File: src/rtl/id_ex_operand_stage.sv
// rtl/id_ex_operand_stage.sv - ID/EX pipeline register with forwarding, operand select and load-use detect
module id_ex_operand_stage #(
  parameter int DW = 32,
  parameter int RW = 5
) (
  input  logic          clk,
  input  logic          reset,
  input  logic          stall,
  input  logic          flush,
  input  logic [DW-1:0] id_rs_data,
  input  logic [DW-1:0] id_rt_data,
  input  logic [DW-1:0] id_imm,
  input  logic [4:0]    id_shamt,
  input  logic [RW-1:0] id_rs_addr,
  input  logic [RW-1:0] id_rt_addr,
  input  logic [RW-1:0] id_dst_addr,
  input  logic          id_alusrc_a,
  input  logic          id_alusrc_b,
  input  logic [5:0]    id_alufun,
  input  logic          id_sign,
  input  logic          id_regwrite,
  input  logic          id_memread,
  input  logic          id_memwrite,
  input  logic          id_memtoreg,
  input  logic          exmem_regwrite,
  input  logic [RW-1:0] exmem_rd,
  input  logic [DW-1:0] exmem_result,
  input  logic          memwb_regwrite,
  input  logic [RW-1:0] memwb_rd,
  input  logic [DW-1:0] memwb_result,
  output logic [DW-1:0] alu_a,
  output logic [DW-1:0] alu_b,
  output logic [5:0]    alu_fun,
  output logic          alu_sign,
  output logic [DW-1:0] ex_store_data,
  output logic [RW-1:0] ex_dst_addr,
  output logic          ex_regwrite,
  output logic          ex_memread,
  output logic          ex_memwrite,
  output logic          ex_memtoreg,
  output logic          ex_valid,
  output logic          load_use_hazard
);

  typedef struct packed {
    logic          valid;
    logic [DW-1:0] rs_data;
    logic [DW-1:0] rt_data;
    logic [DW-1:0] imm;
    logic [4:0]    shamt;
    logic [RW-1:0] rs_addr;
    logic [RW-1:0] rt_addr;
    logic [RW-1:0] dst_addr;
    logic          alusrc_a;
    logic          alusrc_b;
    logic [5:0]    alufun;
    logic          sign;
    logic          regwrite;
    logic          memread;
    logic          memwrite;
    logic          memtoreg;
  } ex_t;

  ex_t ex_q, ex_d, id_pkt;
  logic [DW-1:0] fwd_rs, fwd_rt;

  always_comb begin
    id_pkt.valid    = 1'b1;
    id_pkt.rs_data  = id_rs_data;
    id_pkt.rt_data  = id_rt_data;
    id_pkt.imm      = id_imm;
    id_pkt.shamt    = id_shamt;
    id_pkt.rs_addr  = id_rs_addr;
    id_pkt.rt_addr  = id_rt_addr;
    id_pkt.dst_addr = id_dst_addr;
    id_pkt.alusrc_a = id_alusrc_a;
    id_pkt.alusrc_b = id_alusrc_b;
    id_pkt.alufun   = id_alufun;
    id_pkt.sign     = id_sign;
    id_pkt.regwrite = id_regwrite;
    id_pkt.memread  = id_memread;
    id_pkt.memwrite = id_memwrite;
    id_pkt.memtoreg = id_memtoreg;
  end

  // The bubble clears ex_memread, so the hazard self-releases after one cycle.
  assign load_use_hazard = ex_q.valid && ex_q.memread && (ex_q.dst_addr != '0) &&
                           ((ex_q.dst_addr == id_rs_addr) || (ex_q.dst_addr == id_rt_addr));

  always_comb begin
    ex_d = id_pkt;
    if (flush)
      ex_d = '0;
    else if (stall)
      ex_d = ex_q;
    else if (load_use_hazard)
      ex_d = '0;
  end

  always_ff @(posedge clk or posedge reset) begin
    if (reset)
      ex_q <= '0;
    else
      ex_q <= ex_d;
  end

  // Nearest producer wins; register 0 is hardwired and never forwarded.
  function automatic logic [DW-1:0] fwd(input logic [RW-1:0] idx, input logic [DW-1:0] reg_val);
    if (exmem_regwrite && (exmem_rd != '0) && (exmem_rd == idx))
      return exmem_result;
    else if (memwb_regwrite && (memwb_rd != '0) && (memwb_rd == idx))
      return memwb_result;
    else
      return reg_val;
  endfunction

  assign fwd_rs = fwd(ex_q.rs_addr, ex_q.rs_data);
  assign fwd_rt = fwd(ex_q.rt_addr, ex_q.rt_data);

  assign alu_a         = ex_q.alusrc_a ? {{(DW-5){1'b0}}, ex_q.shamt} : fwd_rs;
  assign alu_b         = ex_q.alusrc_b ? ex_q.imm : fwd_rt;
  assign ex_store_data = fwd_rt;
  assign alu_fun       = ex_q.alufun;
  assign alu_sign      = ex_q.sign;
  assign ex_dst_addr   = ex_q.dst_addr;
  assign ex_regwrite   = ex_q.regwrite;
  assign ex_memread    = ex_q.memread;
  assign ex_memwrite   = ex_q.memwrite;
  assign ex_memtoreg   = ex_q.memtoreg;
  assign ex_valid      = ex_q.valid;

endmodule

File: config.mk
export PLATFORM = sky130hd
export DESIGN_NAME = id_ex_operand_stage
export DESIGN_NICKNAME = d
export VERILOG_FILES = /design/src/rtl/id_ex_operand_stage.sv
export SDC_FILE = /design/constraint.sdc
export NUM_CORES = 1
export LEC_CHECK = 0
export ABC_AREA = 1
export BUFFER_PORTS_ARGS = -buffer_cell sky130_fd_sc_hd__buf_2
export CAP_MARGIN = 20
export CELL_PAD_IN_SITES_DETAIL_PLACEMENT = 0
export CELL_PAD_IN_SITES_GLOBAL_PLACEMENT = 1
export CORE_MARGIN = 5
export CORE_UTILIZATION = 31
export DETAILED_ROUTE_END_ITERATION = 7
export GPL_TIMING_DRIVEN = 0
export PLACE_DENSITY_LB_ADDON = 0.25
export SYNTH_ARGS = -nofsm -noshare
export SYNTH_HDL_FRONTEND = slang
export SYNTH_SLANG_ARGS = --single-unit
File: constraint.sdc
create_clock -name clk -period 3.7 [get_ports clk]
set_input_delay 0 -clock clk [delete_from_list [all_inputs] [get_ports clk]]
set_output_delay 0 -clock clk [all_outputs]
set_load 0.02 [all_outputs]
==> metrics.yaml, run 1 <==
cts:
  cts_max_path_buffers: 2
  tritoncts: "built"
  htree_levels: 4
  clock-sinks: 130
  numCtsBuffers: 17
  hold_buffers: 130
  post_cts_buffers: 0
  clk_latency_ps: 430
  ctsResizeCount: 0
  clockRootBuffer: "clkbuf_16"
  clkTransAtPathRegs_ps: 70
min_path:
  hp-class: "in2reg"
  holdPathStages: 5
floorplanning:
  io-pin-count: 323
  die-area_mm2: 0.0301
  die_w_um: 173
  rows: 59
  initial_core_util_pct: 31.6
  core_mm2: 0.0262
  die_h_um: 173
detailed_routing:
  antenna_left: 0
  vias: 9913
  post-route-drc-count: 0
  wl_per_cell_um: 18.4
  drtPass1Iterations: 5
  routed_via_density: 4.86
  drt-total-wl_um: 37500
  drt_iter0_drc: 766
timing:
  timing.final.crit_share_pct: 78.0
  worst_slew_pin_slew_ps: 967
  setup_slack_ps: 815
  maxSlewViolCount: 0
  tns_ps: 0
  rsz0062_at_grt: "false"
  fin_crit_ps: 2880
  skew_ps: 11.2
  slew_headroom_pct: 35.5
  max_freq_ghz: 0.347
  setup_viol: 0
  finalHoldViolCount: 0
yosys:
  ys_ff_latch: 130
  ys_seq_area_share_pct: 39.3
  synth_area_mm2: 0.00828
  synth_mux_area_share_pct: 0
  synth_fa_ha_area_share_pct: 0
  syn_avg_cell_area_um2: 6.81
  synthCells: 1215
  synth_simple_gate_area_share_pct: 47.3
  synth_cell_types: 25
  syn-num-nets: 1424
  synth_top_family_by_area: "simple AND/OR/NAND/NOR gates"
  yosys.area_share.xor_xnor_pct: 2.65
  ys_warn_count: 0
  synth_compound_area_share_pct: 0.317
layout:
  stdcell_area_mm2: 0.0123
  instances_no_fill: 2038
  area_growth_pct: 48.1
  drive_gt1_share_pct: 25.1
  fin_nets: 1896
global_routing:
  grt_max_degree: 72
  gr-total-overflow: 0
  grt_pass1_vias: 10200
  antenna_found_initial: 9
  grtUsageTotal_pct: 24.7
  grt_pass1_wl_um: 58500
worst_setup_path:
  critPathRequiredTime_ps: 3700
  worstSetupStartpointType: "flip-flop"
  crit_slowest_cell: "nor2_1"
  setup.worst_path.end_class: "primary output"
  cp_max_fo: 10
  max_stage_delay_ps: 720
  arrival_ps: 2880
  crit_chain: "xor2_1, nor2_1, nand2_2, buf_2, nand2_1, nand3_1, nand3_1, inv_1, buf_2"
  reg2reg_depth: 9
  path_class: "reg2out"
placed_design:
  place_area_mm2: 0.0103
  gp_congestion: 0.870
  dp.cells: 1873
  pre_cts_ws_ps: 1230
  dpl.hpwl_um: 28100
  port_buffers: 322
outcome:
  status: "complete, no violations"
job:
  drv_cap: 0
pwr:
  ir_drop_v: 0.000303
  p_leak_nw: 7.01
  powerDensity_mw_per_mm2: 357
-- per-layer routing --
layer	vias to the layer above	track usage, %	wire length (um)
li1	4855	-	-
met1	4619	32.3	16600
met2	356	41.1	17600
met3	71	6.04	2520
met4	12	6.32	790
met5	-	0	70
-- final timing paths --
check	start	endpoint	slack, ps
max	ex_q[26]	alu_a[20]	820
min	flush	alu_fun[3]	170
max reg2reg	ex_dst_addr[1]	ex_q[70]	1890
min reg2reg	ex_q[39]	ex_q[39]	480
max in group asynchronous	reset	ex_q[121]	2720
min in group asynchronous	reset	ex_q[40]	190
-- sequential cells by signal (all words and copies together) (netlist names) --
signal,count
alu_sign,1
ex_memwrite,1
ex_memread,1
ex_dst_addr,5
ex_regwrite,1
ex_memtoreg,1
ex_q,113
alu_fun,6
ex_valid,1
-- cell usage after synthesis --
library cell / count / area, um^2
nand2_1: 432 / 1620
nand3_1: 386 / 1930
dfrtp_1: 130 / 3250
inv_1: 78 / 293
clkbuf_1: 35 / 131
and2_1: 32 / 200
buf_2: 29 / 145
buf_4: 14 / 105
buf_6: 13 / 146
xnor2_1: 13 / 114
nor2_1: 12 / 45.0
xor2_1: 12 / 105
buf_1: 8 / 30.0
inv_2: 4 / 15.0
nor2_2: 3 / 18.8
a21oi_1: 2 / 10.0
nand2_2: 2 / 12.5
nand4_1: 2 / 12.5
nor2_4: 2 / 22.5
nand3_2: 1 / 10.0
nand3b_2: 1 / 11.3
nor3_1: 1 / 5.00
nor3_4: 1 / 16.3
o21ai_4: 1 / 16.3
or2_0: 1 / 6.26
-- power breakdown --
part / total, mW / internal (mW) / switching (mW)
combinational: 1.03 / 0.402 / 0.625
sequential: 1.56 / 1.50 / 0.0555
clock: 1.80 / 1.10 / 0.700
-- area by class of cell --
type	count	area (um^2)
buffer	99	558
inverter	82	313
multi-input combinational	904	4160
antenna	3	7.51
timing repair buffer	453	2940
clock buffer	19	453
sequential	130	3250
fill	2746	13900
tap	335	419
clock inverter	13	158
-- layout by cell type, fill, tap and decap left out, types with 2 or more instances in the layout --
cell type and n:
clkinv_2 4, nor2_1 12, and2_1 32, nor2_4 2, dfrtp_1 130, nand2_2 2, dlygate4sd3_1 130, buf_2 351
diode_2 3, xor2_1 12, inv_1 77, nand4_1 2, clkinvlp_4 4, xnor2_1 13, buf_6 13, inv_2 4
nand2_1 432, clkbuf_16 17, clkbuf_8 2, buf_4 14, a21oi_1 2, buf_1 8, clkbuf_1 35, bufinv_16 3
nand3_1 386, inv_6 3, nor2_2 3
-- cell families after synthesis --
kind of cell    count (synthesis)
compound gates                  3
xor+xnor                       25
buf+inv                       181
flops                         130
simple gates                  876
-- stage by stage --
stage | utilization [%] | hold slack [ps] | total power, mW
3_5_place_dp | 39.5 | 117 | 2.50
4_1_cts | 46.8 | 165 | 4.41
5_1_grt | 46.8 | 235 | 4.58
2_1_floorplan | - | 138 | 2.09
6_report | 46.8 | 171 | 4.38
3_3_place_gp | 39.3 | 222 | 2.49
-- worst max-delay path, delay by kind of cell, from the launching register on --
| kind | cells | cell delay [ps] |
|---|---|---|
| xor gates and xnor gates | 1 | 150 |
| buffers and inverters | 3 | 500 |
| DFF | 1 | 420 |
| and+or+nand+nor | 5 | 1380 |
(Power assumes the default switching activity.)
==> run 2: changes to the inputs <==
==> constraint.sdc (replaced) <==
create_clock -name clk -period 2.45 [get_ports clk]
set_input_delay 0 -clock clk [delete_from_list [all_inputs] [get_ports clk]]
set_output_delay 0 -clock clk [all_outputs]
set_load 0.02 [all_outputs]
==> run 2 against run 1 <==
Net effect: clock skew is 5.1 ps higher; cell count is 0.20% higher; via count hardly changed; global-route usage is 0.14 points higher; critical path type unchanged.
==> metrics.yaml, run 2 (synthesis gave the netlist of run 1 again) <==
outcome:
  status: "complete, no violations"
worst_setup_path:
  critPathRequiredTime_ps: 2450  # -1250 ps
  crit_chain: "xnor2_1, nand2_1, nor2_1, nand3b_4, buf_4, nand3_1, nand3_1, nand2_1, buf_2"
  cp_max_fo: 10  # unchanged
  worstSetupStartpointType: "flip-flop"
  path_class: "reg2out"
  crit_buf_inv: 2  # -1
  crit_slowest_cell: "dfrtp_1"
  setup.worst_path.end_class: "primary output"
  cp_top_family: "simple AND/OR/NAND/NOR gates"
  max_stage_delay_ps: 470  # -250 ps
  arrival_ps: 2370  # -510 ps
timing:
  finalHoldViolCount: 0  # unchanged
  fin_crit_ps: 2370
  maxSlewViolCount: 0  # unchanged
  setup_viol: 0  # unchanged
  tns_ps: 0  # unchanged
  worst_slew_pin_slew_ps: 928  # -39.0 ps
  timing.final.crit_share_pct: 96.6
  skew_ps: 16.3  # +5.08 ps
  max_freq_ghz: 0.423
  slew_headroom_pct: 38.1  # +2.6 points
global_routing:
  gr-total-overflow: 0  # unchanged
  grt_pass1_vias: 10300  # +0.95%
  grt_pass1_wl_um: 58600  # +0.13%
  grt_max_degree: 40  # -44%
  antenna_found_initial: 4  # -5
  grtUsageTotal_pct: 24.8  # +0.14 points
cts:
  clock-sinks: 130  # unchanged
  tritoncts: "built"
  cts_max_path_buffers: 2  # unchanged
  numCtsBuffers: 17  # unchanged
  clockRootBuffer: "clkbuf_16"
  clkTransAtPathRegs_ps: 70  # about the same
  htree_levels: 4  # unchanged
  clk_latency_ps: 430  # about the same
placed_design:
  dpl.hpwl_um: 28300  # +0.92%
  gp_congestion: 0.874  # +0.47%
  port_buffers: 322  # unchanged
layout:
  largest_register_ffs: 113  # unchanged
  area_growth_pct: 49.9
  regMostFlops: "ex_q"
  final_cell_mix: "nand2_1 (431), nand3_1 (386), buf_2 (351)"
  drive_gt1_share_pct: 25.7  # +0.62 points
  fin_nets: 1902  # +0.32%
  finalCoreUtilization_pct: 47.3  # +0.56 points
  fill_cells: 2751  # +0.18%
  final_common_cell: "nand2_1"
floorplanning:
  die_w_um: 173  # unchanged
  io-pin-count: 323  # unchanged
  die_h_um: 173  # unchanged
  initial_core_util_pct: 31.6  # unchanged
  die-area_mm2: 0.0301  # unchanged
  rows: 59  # unchanged
  core_mm2: 0.0262  # unchanged
min_path:
  hp-class: "in2reg"
pwr:
  ir_drop_v: 0.000364  # +20%
  powerDensity_mw_per_mm2: 545  # +53%
  p_leak_nw: 7.11  # +1.4%
  p_total_mw: 6.77  # +55%
detailed_routing:
  vias: 9904  # -0.091%
  drt-total-wl_um: 37600  # +0.40%
  drtPass1Iterations: 5  # unchanged
  routed_via_density: 4.85  # -0.29%
  post-route-drc-count: 0  # unchanged
  drt_iter0_drc: 663  # -13%
  wl_per_cell_um: 18.4  # +0.21%
  antenna_left: 0  # unchanged
job:
  drv_cap: 0  # unchanged
## run 2: changes by cell type in the layout (fill, tap and decap cells not counted), moves of 3 or more
| cell | previous run | this run |
|---|---|---|
| nor2_2 | 3 | 0 |
| buf_4 | 14 | 19 |
| clkinv_4 | 0 | 3 |
| clkinv_2 | 4 | 1 |
| buf_12 | 0 | 4 |
| nor2_4 | 2 | 6 |
## run 2: routing by layer
layer | share of wire (%) | up-vias | GRT usage [%]
met2 | 46 | 376 | 40.4
met5 | 0.12 | - | 0
met1 | 45 | 4596 | 32.8
met3 | 6.5 | 60 | 6.04
li1 | - | 4866 | -
met4 | 2.3 | 6 | 7.38
## run 2: timing repair
| action | in CTS | in global routing |
|---|---|---|
| gates resized for setup | 8 | 5 |
| pin swaps | 2 | 4 |
| setup endpoints to repair | 75 | 71 |
| endpoints found under the hold margin | 153 | 0 |
| hold buffers | 130 | 0 |
| buffers inserted | 3 | 3 |
## run 2: worst paths after layout
check                                from  slack (ps)          end  cells past startpoint
setup / recovery                 ex_q[18]          80    alu_b[28]                      9
hold / removal                      flush         170     ex_q[25]                      5
setup reg to reg           ex_dst_addr[1]         640    ex_q[102]                      9
hold reg to reg               ex_memwrite         480  ex_memwrite                      2
max in group asynchronous           reset        1360     ex_q[68]                      5
min in group asynchronous           reset         220    ex_q[119]                      3
## run 2: report_power, final
group	leakage [nW]	internal (mW)	switching, mW
Combinational	5.07	0.623	0.954
Clock	0.308	1.75	1.09
Sequential	1.73	2.27	0.0846
Total	7.11	4.64	2.13
## run 2: area by class of cell
cell class	count	area, um^2	area share, %
diodes	1	2.50	0.0202
plain buffers	97	553	4.46
clock buffers	18	439	3.54
clock inverters	14	201	1.62
inverters	82	312	2.51
multi-input cells	904	4200	33.8
flip-flops and latches	130	3250	26.2
well taps	335	419	3.38
repair buffers	461	3030	24.4
## run 2: through the flow
| stage | hold slack, ps | area [um^2] | setup slack [ps] | instances |
|---|---|---|---|---|
| after floorplan | 138 | 8280 | 841 | 1215 |
| after global placement | 222 | 10300 | -213 | 1872 |
| after detailed placement | 122 | 10400 | -45.8 | 1875 |
| after CTS | 153 | 12400 | 12.2 | 2040 |
| after global routing | 203 | 12400 | -27.2 | 2042 |
| final | 171 | 12400 | 84.5 | 2042 |
## run 2: worst min-delay path: cells and delay by family
family        cells  cell delay (ps)
simple gates      3              230
buf+inv           2              330
